## src/rtl/image_frame_packetizer_if.sv

```systemverilog
// rtl/image_frame_packetizer_if.sv - pixel input and packet output streams of the frame packetizer
interface image_frame_packetizer_if #(
    parameter int DATA_W = 8
);
    logic [DATA_W-1:0] pix_data;
    logic              pix_valid;
    logic              pix_ready;
    logic [DATA_W-1:0] out_data;
    logic              out_valid;
    logic              out_ready;
    logic              out_sop;
    logic              out_eop;
    logic [1:0]        out_kind;
    logic              line_end;

    modport master (
        output pix_data, pix_valid, out_ready,
        input  pix_ready, out_data, out_valid, out_sop, out_eop, out_kind, line_end
    );

    modport slave (
        input  pix_data, pix_valid, out_ready,
        output pix_ready, out_data, out_valid, out_sop, out_eop, out_kind, line_end
    );
endinterface

```

## src/rtl/image_frame_packetizer.sv

```systemverilog
// rtl/image_frame_packetizer.sv - frames a pixel stream into header/pixels/checksum packets
// Optional FRAME_CNT_EN: appends a wrapping frame counter as a fourth header word.
module image_frame_packetizer #(
    parameter int         DATA_W     = 8,
    parameter int         IMG_WIDTH  = 346,
    parameter int         IMG_HEIGHT = 371,
    parameter logic [7:0] SYNC_WORD  = 8'hA5
) (
    input  logic                     clk,
    input  logic                     rst,
    input  logic                     start,
    output logic                     busy,
    output logic                     frame_done,
    image_frame_packetizer_if.slave  bus
);
`ifdef FRAME_CNT_EN
    localparam int HDR_N = 4;
`else
    localparam int HDR_N = 3;
`endif
    localparam logic [1:0] HDR_LAST = 2'(HDR_N - 1);
    localparam int COL_W  = (IMG_WIDTH  > 1) ? $clog2(IMG_WIDTH)  : 1;
    localparam int LINE_W = (IMG_HEIGHT > 1) ? $clog2(IMG_HEIGHT) : 1;

    typedef enum logic [1:0] {IDLE, HDR, PIX, CSUM} state_t;
    state_t state, state_next;

    logic [1:0]        hdr_idx;
    logic [COL_W-1:0]  col;
    logic [LINE_W-1:0] line;
    logic [DATA_W-1:0] acc;
    logic [DATA_W-1:0] hdr_word;

    logic [DATA_W-1:0] data_r;
    logic              valid_r;
    logic [1:0]        kind_r;
    logic              sop_r;
    logic              eop_r;
    logic              le_r;

    logic              can_load;
    logic              load;
    logic [DATA_W-1:0] ld_data;
    logic [1:0]        ld_kind;
    logic              ld_sop;
    logic              ld_eop;
    logic              ld_le;
    logic              pix_ready;
    logic              pix_take;
    logic              hdr_enter;
    logic              col_last;
    logic              line_last;

`ifdef FRAME_CNT_EN
    logic [DATA_W-1:0] frame_cnt;

    always_ff @(posedge clk) begin
        if (rst) begin
            frame_cnt <= '0;
        end else if (frame_done) begin
            frame_cnt <= frame_cnt + DATA_W'(1);
        end
    end
`endif

    always_comb begin
        hdr_word = '0;
        case (hdr_idx)
            2'd0:    hdr_word = DATA_W'(SYNC_WORD);
            2'd1:    hdr_word = DATA_W'(IMG_WIDTH);
            2'd2:    hdr_word = DATA_W'(IMG_HEIGHT);
`ifdef FRAME_CNT_EN
            default: hdr_word = frame_cnt;
`else
            default: hdr_word = '0;
`endif
        endcase
    end

    // The output register accepts a new word when empty or draining this cycle.
    assign can_load  = !valid_r || bus.out_ready;
    assign col_last  = (col == COL_W'(IMG_WIDTH - 1));
    assign line_last = (line == LINE_W'(IMG_HEIGHT - 1));

    always_ff @(posedge clk) begin
        if (rst) begin
            state <= IDLE;
        end else begin
            state <= state_next;
        end
    end

    always_comb begin
        state_next = state;
        load       = 1'b0;
        ld_data    = '0;
        ld_kind    = 2'd0;
        ld_sop     = 1'b0;
        ld_eop     = 1'b0;
        ld_le      = 1'b0;
        pix_ready  = 1'b0;
        pix_take   = 1'b0;
        hdr_enter  = 1'b0;
        case (state)
            IDLE: begin
                if (start) begin
                    state_next = HDR;
                    hdr_enter  = 1'b1;
                end
            end
            HDR: begin
                if (can_load) begin
                    load    = 1'b1;
                    ld_data = hdr_word;
                    ld_sop  = (hdr_idx == 2'd0);
                    if (hdr_idx == HDR_LAST) begin
                        state_next = PIX;
                    end
                end
            end
            PIX: begin
                pix_ready = can_load;
                if (can_load && bus.pix_valid) begin
                    pix_take = 1'b1;
                    load     = 1'b1;
                    ld_data  = bus.pix_data;
                    ld_kind  = 2'd1;
                    ld_le    = col_last;
                    if (col_last && line_last) begin
                        state_next = CSUM;
                    end
                end
            end
            CSUM: begin
                // Once the checksum sits in the register, only wait for its acceptance.
                if (valid_r && eop_r) begin
                    if (bus.out_ready) begin
                        state_next = IDLE;
                    end
                end else if (can_load) begin
                    load    = 1'b1;
                    ld_data = acc;
                    ld_kind = 2'd2;
                    ld_eop  = 1'b1;
                end
            end
            default: state_next = IDLE;
        endcase
    end

    always_ff @(posedge clk) begin
        if (rst) begin
            hdr_idx <= 2'd0;
            col     <= '0;
            line    <= '0;
            acc     <= '0;
        end else begin
            if (hdr_enter) begin
                hdr_idx <= 2'd0;
                col     <= '0;
                line    <= '0;
                acc     <= '0;
            end else if (state == HDR && load) begin
                hdr_idx <= hdr_idx + 2'd1;
            end
            if (pix_take) begin
                acc <= acc + bus.pix_data;
                if (col_last) begin
                    col  <= '0;
                    line <= line_last ? '0 : line + LINE_W'(1);
                end else begin
                    col <= col + COL_W'(1);
                end
            end
        end
    end

    always_ff @(posedge clk) begin
        if (rst) begin
            valid_r <= 1'b0;
            data_r  <= '0;
            kind_r  <= 2'd0;
            sop_r   <= 1'b0;
            eop_r   <= 1'b0;
            le_r    <= 1'b0;
        end else if (load) begin
            valid_r <= 1'b1;
            data_r  <= ld_data;
            kind_r  <= ld_kind;
            sop_r   <= ld_sop;
            eop_r   <= ld_eop;
            le_r    <= ld_le;
        end else if (bus.out_ready) begin
            valid_r <= 1'b0;
        end
    end

    assign busy          = (state != IDLE);
    assign frame_done    = (state == CSUM) && valid_r && eop_r && bus.out_ready;
    assign bus.pix_ready = pix_ready;
    assign bus.out_data  = data_r;
    assign bus.out_valid = valid_r;
    assign bus.out_kind  = kind_r;
    assign bus.out_sop   = sop_r;
    assign bus.out_eop   = eop_r;
    assign bus.line_end  = le_r;
endmodule

```

## src/flat_wrapper.sv

```systemverilog
// flat-port wrapper written by rule: the top's interface ports become plain ports
module image_frame_packetizer_flat 
#(
    parameter int         DATA_W     = 8,
    parameter int         IMG_WIDTH  = 346,
    parameter int         IMG_HEIGHT = 371,
    parameter logic [7:0] SYNC_WORD  = 8'hA5
)
  (clk, rst, start, busy, frame_done, bus_pix_data, bus_pix_valid, bus_out_ready, bus_pix_ready, bus_out_data, bus_out_valid, bus_out_sop, bus_out_eop, bus_out_kind, bus_line_end);
  image_frame_packetizer_if #(.DATA_W(DATA_W)) bus_i ();
  input  logic clk;
  input  logic rst;
  input  logic start;
  output logic busy;
  output logic frame_done;
  input wire logic [$bits(bus_i.pix_data)-1:0] bus_pix_data;
  input wire logic [$bits(bus_i.pix_valid)-1:0] bus_pix_valid;
  input wire logic [$bits(bus_i.out_ready)-1:0] bus_out_ready;
  output wire logic [$bits(bus_i.pix_ready)-1:0] bus_pix_ready;
  output wire logic [$bits(bus_i.out_data)-1:0] bus_out_data;
  output wire logic [$bits(bus_i.out_valid)-1:0] bus_out_valid;
  output wire logic [$bits(bus_i.out_sop)-1:0] bus_out_sop;
  output wire logic [$bits(bus_i.out_eop)-1:0] bus_out_eop;
  output wire logic [$bits(bus_i.out_kind)-1:0] bus_out_kind;
  output wire logic [$bits(bus_i.line_end)-1:0] bus_line_end;
  assign bus_i.pix_data = bus_pix_data;
  assign bus_i.pix_valid = bus_pix_valid;
  assign bus_i.out_ready = bus_out_ready;
  assign bus_pix_ready = bus_i.pix_ready;
  assign bus_out_data = bus_i.out_data;
  assign bus_out_valid = bus_i.out_valid;
  assign bus_out_sop = bus_i.out_sop;
  assign bus_out_eop = bus_i.out_eop;
  assign bus_out_kind = bus_i.out_kind;
  assign bus_line_end = bus_i.line_end;
  image_frame_packetizer #(.DATA_W(DATA_W), .IMG_WIDTH(IMG_WIDTH), .IMG_HEIGHT(IMG_HEIGHT), .SYNC_WORD(SYNC_WORD)) u_core (.clk(clk), .rst(rst), .start(start), .busy(busy), .frame_done(frame_done), .bus(bus_i));
endmodule
```

## config.mk

```make
export PLATFORM = sky130hd
export DESIGN_NAME = image_frame_packetizer_flat
export DESIGN_NICKNAME = d
export VERILOG_FILES = /design/src/rtl/image_frame_packetizer_if.sv /design/src/rtl/image_frame_packetizer.sv /design/src/flat_wrapper.sv
export SDC_FILE = /design/constraint.sdc
export NUM_CORES = 1
export LEC_CHECK = 0
export ABC_AREA = 1
export BUFFER_PORTS_ARGS = -buffer_cell sky130_fd_sc_hd__buf_2
export CAP_MARGIN = 0
export CORE_AREA = 5 5 84 86
export DETAILED_ROUTE_END_ITERATION = 8
export DIE_AREA = 0 0 89 91
export PLACE_DENSITY_LB_ADDON = 0.12
export SKIP_CTS_REPAIR_TIMING = 1
export SYNTH_ARGS = -nofsm -noshare
export SYNTH_HDL_FRONTEND = slang
export SYNTH_SLANG_ARGS = --single-unit
```

## constraint.sdc

```tcl
create_clock -name clk -period 1.8 [get_ports clk]
set_input_delay 0 -clock clk [delete_from_list [all_inputs] [get_ports clk]]
set_output_delay 0 -clock clk [all_outputs]
set_load 0.01 [all_outputs]
```

Word-level counts from Yosys, hierarchy flattened
Cells that the tools add are included.
W data, S select, Z words.
- bits of input ports: 13
- bits in registers: 44
- output and inout port bits: 17
- word-level logic and storage cells: 87
- $add $sub $neg: 4
- mux-type cells: 42
- eq/ne operators: 14
- reductions and logical operators: 16
- operator list (operator ; number):
    $mux W9 ; 7
    $mux W8 ; 6
    $pmux W8 S3 ; 2
    $add A9 B1 Y9 const B ; 2
    $eq A9 B9 Y1 const B ; 2
    $mux W2 ; 9
    $mux W1 ; 15
    $ne A2 B1 Y1 const B ; 5
    $add A8 B8 Y8 ; 1
    $pmux W2 S4 ; 1
    $logic_and A1 B1 Y1 ; 7
    $reduce_and A7 Y1 ; 1
    $eq A2 B2 Y1 const B ; 3
    $reduce_bool A2 Y1 ; 3
    $eq A2 B1 Y1 const B ; 2
    $logic_not A2 Y1 ; 2
    $ne A2 B2 Y1 const B ; 2
    $pmux W2 S2 ; 1
    $pmux W1 S3 ; 1
    $add A2 B1 Y2 const B ; 1
    $reduce_or A2 Y1 ; 1
    $logic_not A1 Y1 ; 1
    $logic_or A1 B1 Y1 ; 1

Logic depth before layout (Yosys ltp)
Gate-level depths: netlist of run 1.
- depth after elaboration: 6
- mapped depth: 11
- mapped depth without buffers: 11

Least setup slack after synthesis of run 1
OpenSTA, ideal clock, no wires.
- path type: register to register
- start: register u_core.state[0]
- end: register u_core.data_r[7], in the netlist u_core.bus.out_data[7]
- setup slack: 289 ps
- arrival: 1377 ps
- library setup time: 134 ps
- period minus slack after synthesis: 1511 ps
- stages on the path, launching flop included: 11
- buffers on the path: 1
- data required time: 1666 ps
- cell sequence: dfxtp_1 inv_1 ha_1 inv_2 nor2_8 inv_2 nand2_2 nand2_4 buf_6 nand2_1 a21oi_1
- longest elaborated chain between the ends: 2
- elaborated cells between the ends (all ways): 5
- those cells by class: eq/ne: 3; mux: 2
- ends and longest elaborated chain (what ; RTL line ; text):
    from (decl) ; image_frame_packetizer.sv:26 ; state_t state, state_next;
    from (signal assigned) ; image_frame_packetizer.sv:89 ; state <= state_next;
    $eq A2 B2 Y1 / $eq A2 B1 Y1 (equally long branches) ; image_frame_packetizer.sv:104 ; case (state)
    $pmux W8 S3 / $pmux W1 S3 (equally long branches) ; image_frame_packetizer.sv:104 ;
    to (signal assigned) ; image_frame_packetizer.sv:188 ; data_r <= ld_data;
    to (decl) ; image_frame_packetizer.sv:34 ; logic [DATA_W-1:0] data_r;
Parallel ways exist; a longest one is shown, timed or not.
A chain may end at the register's enable or synchronous reset.

Final worst setup path of run 1
- start: register u_core.state[0]
- end: register u_core.line[6]
- longest elaborated chain between the ends: 5
- elaborated cells between the ends (all ways): 7
- those cells by class: eq/ne: 1; mux: 5; reduce/logical: 1
- ends and longest elaborated chain (what ; RTL line ; text):
    $logic_not A2 Y1 ; image_frame_packetizer.sv:104 ;
    $mux W1 ; image_frame_packetizer.sv:104 ;
    $mux W9 ; image_frame_packetizer.sv:158 ; if (hdr_enter) begin
    $mux W9 ; image_frame_packetizer.sv:168 ; if (col_last) begin
    $mux W9 (*) ; image_frame_packetizer.sv:166 ; if (pix_take) begin
    to (signal assigned) ; image_frame_packetizer.sv:170 ; line <= line_last ? '0 : line + LINE_W'(1);
    to (decl) ; image_frame_packetizer.sv:30 ; logic [LINE_W-1:0] line;
Every way passes the cells marked *; elsewhere a longest branch is shown, timed or not.

==> metrics.txt, run 1 <==
Power Density roughly 1100 nW/um^2; max cap viols 0; port buffer count 29; Placement Setup Slack approximately 0.14 ns; Post-Synthesis Cell Area approximately 2700 um^2; vias in the first global route around 2500; register area share after synthesis 32.2%; layout cells sized above 1 about 14%; minimum clock period between 1.5 and 2 ns; Yosys cell types 27; initial antenna violation count 0; final setup vio count 0; fmax ~610 MHz; setup tns final 0 ns; IO Pins 30; All-Layer GR Usage between 10% and 20%; routed vias/inst between 4 and 5; Placer Congestion about 0.9; max incr delay on CP roughly 0.37 ns; Post-synth ARST share 0%; P_leak 1.41 nW; Worst-Skew Late Latency approximately 0.3 ns; Synth area leaders dfxtp_1 (32%), nand2_1 (18%), ha_1 (9.6%); startpoint types register; # diodes 0; total gr overflow 0; Clock Skew 0.0147 ns; Cell Chain, Critical Path inv_1 > ha_1 > inv_2 > nor2_8 > nand2_2 > inv_2 > nor2_2 > nand2_1 > a21oi_1; ys flop type dfxtp_1; CP required about 2.0 ns; DRT iter0 DRCs just over 90; CORE AREA about 6200 um^2; cell family with most CP delay simple AND/OR/NAND/NOR gates; Worst Hold Class in -> reg; Synth warnings 0; WS Path Type reg -> reg; CP arrival approximately 1.9 ns; DP HPWL 4.93 mm; final hold violations 0; Worst Slack Setup Final between 0.15 and 0.2 ns; Total Wirelength ~6.5 mm; total CTS buffers 5; number of remaining DRC errors 0; CTS tree done; number of routed nets with antenna violations 0; Final Cycle Share roughly nine tenths; Yosys top cell by area dfxtp_1; Synth top area share roughly a third; Sink Count 44; Crit. End Element register; clk buf depth 2; Die Y approximately 91 um; Syn Area/Cell between 6 and 7 um^2; worst vdd ir about 460 uV; critical path fanouts, max 9; first-pass GRT wire length 11.1 mm; H-tree depth 2; die area approximately 8000 um^2; clock slew at reported path FFs around 0.090 ns; layout net count 483; synthesis-to-finish area growth 12.5%; largest net degree at the start of global routing 20; Starting Density 44.1%; Most Frequent Cell on Critical Path inv_2; DR WL/cell 12.3 um; Max Slew Vio Count 0; row count 29; DR pass1 iterations 4; Post-synth EDFFs 0; Slowest cell on crit path dfxtp_1; Yosys reg bits 44; Clock Tree Root clkbuf_8; Die X-Extent about 89 um; RSZ-0062 raised after global routing false; Slew @ Worst Pin just under 0.4 ns; Finished Layout Cells approximately 530; status finished, final reports clean; Relative slew margins 74.3%; placed cell count 518; Mapped Cells 416; Buf/Inv on CP 3; Syn Nets between 400 and 500; routed vias approximately 2600
power by group:
| part | internal [W] | switching [W] | leakage, nW | total (W) |
|---|---|---|---|---|
| logic | 0.000483 | 0.000935 | 1.00 | 0.00142 |
| clock network | 0.000412 | 0.000348 | 0.0552 | 0.000760 |
| registers | 0.00109 | 0.0000833 | 0.356 | 0.00117 |
registers in the layout, summed over array words and instances, names as in the netlist:
register	count
u_core.acc	8
u_core.bus.line_end	1
u_core.bus.out_data	8
u_core.bus.out_eop	1
u_core.bus.out_kind	2
u_core.bus.out_sop	1
u_core.bus.out_valid	1
u_core.col	9
u_core.hdr_idx	2
u_core.line	9
u_core.state	2
metrics by stage:
stage	utilization [%]	hold slack (ns)	instance area, um^2	total power (W)
after floorplan	-	0.0974	2730	0.00222
after global placement	47.8	0.331	2960	0.00262
after detailed placement	47.8	0.333	2960	0.00262
after CTS	49.5	0.0604	3070	0.00338
after global routing	49.6	0.0582	3080	0.00364
final	49.6	0.0624	3080	0.00335
cell usage in the layout (no fill, tap or decap), drive strengths merged:
master,count
nor3,3
a21o,1
nand2,136
inv,55
a21boi,1
dfxtp,44
o22ai,1
nor2,38
nand3b,2
clkinv,1
xnor2,1
nand3,38
buf,34
nand4,5
o21ai,18
a21oi,42
ha,21
clkbuf,6
fa,1
bufinv,1
worst register-to-register path, cell delays in order (launching register included):
cell and delay [ns]:
dfxtp_1 0.37, inv_1 0.09, ha_1 0.23, inv_2 0.13, nor2_8 0.06, nand2_2 0.10
inv_2 0.05, nor2_2 0.30, nand2_1 0.09, a21oi_1 0.15
cell usage after synthesis, types with 3 or more instances:
master	n
dfxtp_1	44
nand2_2	5
inv_2	5
o21ai_0	18
nor2_2	5
nor2_1	30
a21oi_1	41
nor3_1	3
inv_1	50
nand3_1	37
nand2_1	129
nand4_1	5
clkbuf_1	6
ha_1	21
cells by family after synthesis:
logic type / share of synthesized area, %
adder cells (fa/ha/maj): 10.3
buffers and inverters: 9.34
AO/OA/AOI/OAI: 11.9
AND/OR/NAND/NOR: 35.9
XOR/XNOR: 0.320
flip-flops: 32.2
final timing paths:
check | startpoint | endpoint | slack, ns | depth (start not counted)
setup reg to reg | u_core.state[0] | u_core.line[6] | 0.17 | 9
setup / recovery | u_core.state[0] | u_core.line[6] | 0.17 | 9
hold / removal | bus_out_ready | u_core.bus.out_valid | 0.06 | 4
hold reg to reg | u_core.bus.out_data[7] | u_core.bus.out_data[7] | 0.46 | 2
layer usage:
layer	vias up	wire length (um)	share of wire (%)	GRT usage, %
met5	-	0	0	0
met4	0	103	1.6	4.34
met3	8	212	3.3	3.98
met2	29	3060	47	28.0
met1	1165	3110	48	22.5
li1	1384	-	-	-
final cells by class:
| type | instances | area [um^2] |
|---|---|---|
| clock buffers | 6 | 72.6 |
| clock inverters | 2 | 35.0 |
| fillers | 661 | 3130 |
| inverters | 55 | 206 |
| multi-input cells | 308 | 1600 |
| flip-flops and latches | 44 | 881 |
| well taps | 77 | 96.3 |
| repair buffers | 34 | 183 |
Note: power is estimated with default switching activity, not from simulation.
==> run 2, diff against run 1 <==
--- a/config.mk
+++ b/config.mk
@@ -7,11 +7,11 @@
 export LEC_CHECK = 0
 export ABC_AREA = 1
 export BUFFER_PORTS_ARGS = -buffer_cell sky130_fd_sc_hd__buf_2
-export CAP_MARGIN = 0
-export CORE_AREA = 5 5 84 86
+export CAP_MARGIN = 20
+export CORE_AREA = 5 5 80 82
 export DETAILED_ROUTE_END_ITERATION = 8
-export DIE_AREA = 0 0 89 91
-export PLACE_DENSITY_LB_ADDON = 0.12
+export DIE_AREA = 0 0 85 87
+export PLACE_DENSITY = 0.79
 export SKIP_CTS_REPAIR_TIMING = 1
 export SYNTH_ARGS = -nofsm -noshare
 export SYNTH_HDL_FRONTEND = slang
==> metrics.txt, run 2 (synthesis gave the netlist of run 1 again) <==
final core utilization 54.1% (+4.5 points); Slowest cell on crit path dfxtp_1; filler cell count 574 (-13%); RSZ-0062 raised after global routing false; Placement Setup Slack 0.146 ns (+0.00488 ns); Crit. End Element register; Sink Count 44 (unchanged); die area 7400 um^2 (-8.7%); largest registers u_core.col x9, u_core.line x9; layout cells sized above 1 14.3% (+0.22 points); number of routed nets with antenna violations 0 (unchanged); Final Cycle Share 90.9% (+0.12 points); routed vias 2671 (+3.3%); Buf/Inv on CP 4 (+1); port buffer count 29 (unchanged); status finished, final reports clean; worst hold path depth 2 (-2); DR pass1 iterations 4 (unchanged); total gr overflow 0 (unchanged); cell family with most CP delay buffers and inverters; Worst Hold Endpoint u_core.bus.out_eop; All-Layer GR Usage 18.6% (+1.6 points); Power Density 1070 nW/um^2 (-1.7%); Slew @ Worst Pin 0.337 ns (-0.0481 ns); max cap viols 0 (unchanged); routed vias/inst 5.10 (+3.7%); Clock Tree Root clkbuf_8; reg2reg setup slack 0.16 ns (about the same); placed cell count 517 (-0.19%); fmax 611 MHz (-0.13%); IO Pins 30 (unchanged); largest net degree at the start of global routing 25 (+25%); Worst Slack Setup Final 0.164 ns (-0.00221 ns); final hold violations 0 (unchanged); total CTS buffers 5 (unchanged); setup tns final 0 ns (unchanged); Die X-Extent 85 um (-4.5%); Cell Chain, Critical Path inv_1 > ha_1 > inv_2 > nor2_8 > inv_2 > nand2_2 > inv_2 > nand2_1 > a21oi_1; synthesis-to-finish area growth 12.3%; CTS tree done; Max Slew Vio Count 0 (unchanged); Worst Reg-to-Reg Cells 9 (unchanged); Relative slew margins 77.5% (+3.2 points); number of remaining DRC errors 0 (unchanged); DRT iter0 DRCs 150 (+63%); H-tree depth 2 (unchanged); worst vdd ir 570 uV (+25%); first-pass GRT wire length 11.1 mm (-0.43%); initial antenna violation count 0 (unchanged); clk buf depth 2 (unchanged); worst hold margin 0.00457 ns (-0.0578 ns); # diodes 0 (unchanged); Worst Hold Class in -> reg; Placer Congestion 0.845 (-3.5%); layout net count 484 (+0.21%); Most Frequent Cell on Critical Path inv_2; Worst-Skew Late Latency 0.31 ns (about the same); Finished Layout Cells 524 (-0.38%); max incr delay on CP 0.38 ns (about the same); CORE AREA 5680 um^2 (-8.5%); Total Wirelength 6.34 mm (-2.1%); row count 28 (-3.4%); vias in the first global route 2522 (+2.8%); startpoint types register; most frequent cells in the layout nand2_1 (129), inv_1 (50), dfxtp_1 (44); final setup vio count 0 (unchanged); P_leak 1.42 nW (about the same); Die Y 87 um (-4.4%); critical path fanouts, max 15 (+6); worst reg2reg startpoint u_core.state[0]; Starting Density 48.2% (+4.1 points); CP arrival 1.88 ns (about the same); min-delay src rst; DP HPWL 4.80 mm (-2.5%); r2r endpoint u_core.col[3]; most common cell after layout, fill and taps aside nand2_1; WS Path Type reg -> reg; Clock Skew 0.00513 ns (-0.00959 ns); DR WL/cell 12.1 um (-1.8%); clock slew at reported path FFs 0.08 ns (about the same); CP required 2.04 ns (about the same); minimum clock period 1.64 ns (+0.00221 ns)
[run 2: cell count changes in the layout (fill, tap and decap cells not counted)]
cell	before	now
buf_4	5	6
bufinv_16	1	0
clkbuf_1	1	0
clkbuf_8	5	7
clkinv_2	1	0
[run 2: how the worst max path moves through the flow]
stage / cells past startpoint / startpoint / endpoint / slack (ns)
6_report: 9 / u_core.state[0] / u_core.col[3] / 0.16
5_1_grt: 9 / u_core.state[0] / u_core.col[3] / 0.01
4_1_cts: 9 / u_core.state[0] / u_core.line[5] / 0.12
3_5_place_dp: 9 / u_core.state[0] / u_core.line[5] / 0.15
3_3_place_gp: 9 / u_core.state[0] / u_core.line[4] / 0.25
2_1_floorplan: 10 / u_core.state[0] / u_core.bus.out_data[7] / 0.29
[run 2: stage by stage]
stage / area, um^2 / power (W)
floorplan: 2730 / 0.00222
global placement: 2970 / 0.00258
detailed placement: 2970 / 0.00261
CTS: 3070 / 0.00329
global route: 3070 / 0.00354
finish: 3070 / 0.00329
[run 2: final cells by class]
type / count / area [um^2] / share of cell area [%]
clock buffers: 7 / 96.3 / 3.14
inverters: 55 / 206 / 6.72
multi-input cells: 308 / 1600 / 52.2
flip-flops and latches: 44 / 881 / 28.7
well taps: 75 / 93.8 / 3.06
repair buffers: 35 / 190 / 6.19
[run 2: metal layers]
layer / vias to the layer above / GRT usage [%] / share of wire, %
met4: 0 / 6.19 / 1.5
li1: 1387 / - / -
met5: - / 0 / 0
met3: 7 / 4.54 / 4.8
met1: 1228 / 22.2 / 45
met2: 49 / 32.8 / 49
[run 2: power by group]
group,total (W),switching [W],internal [W]
registers,0.00118,0.0000900,0.00109
logic,0.00142,0.000924,0.000497
clock network,0.000688,0.000346,0.000342
total,0.00329,0.00136,0.00193
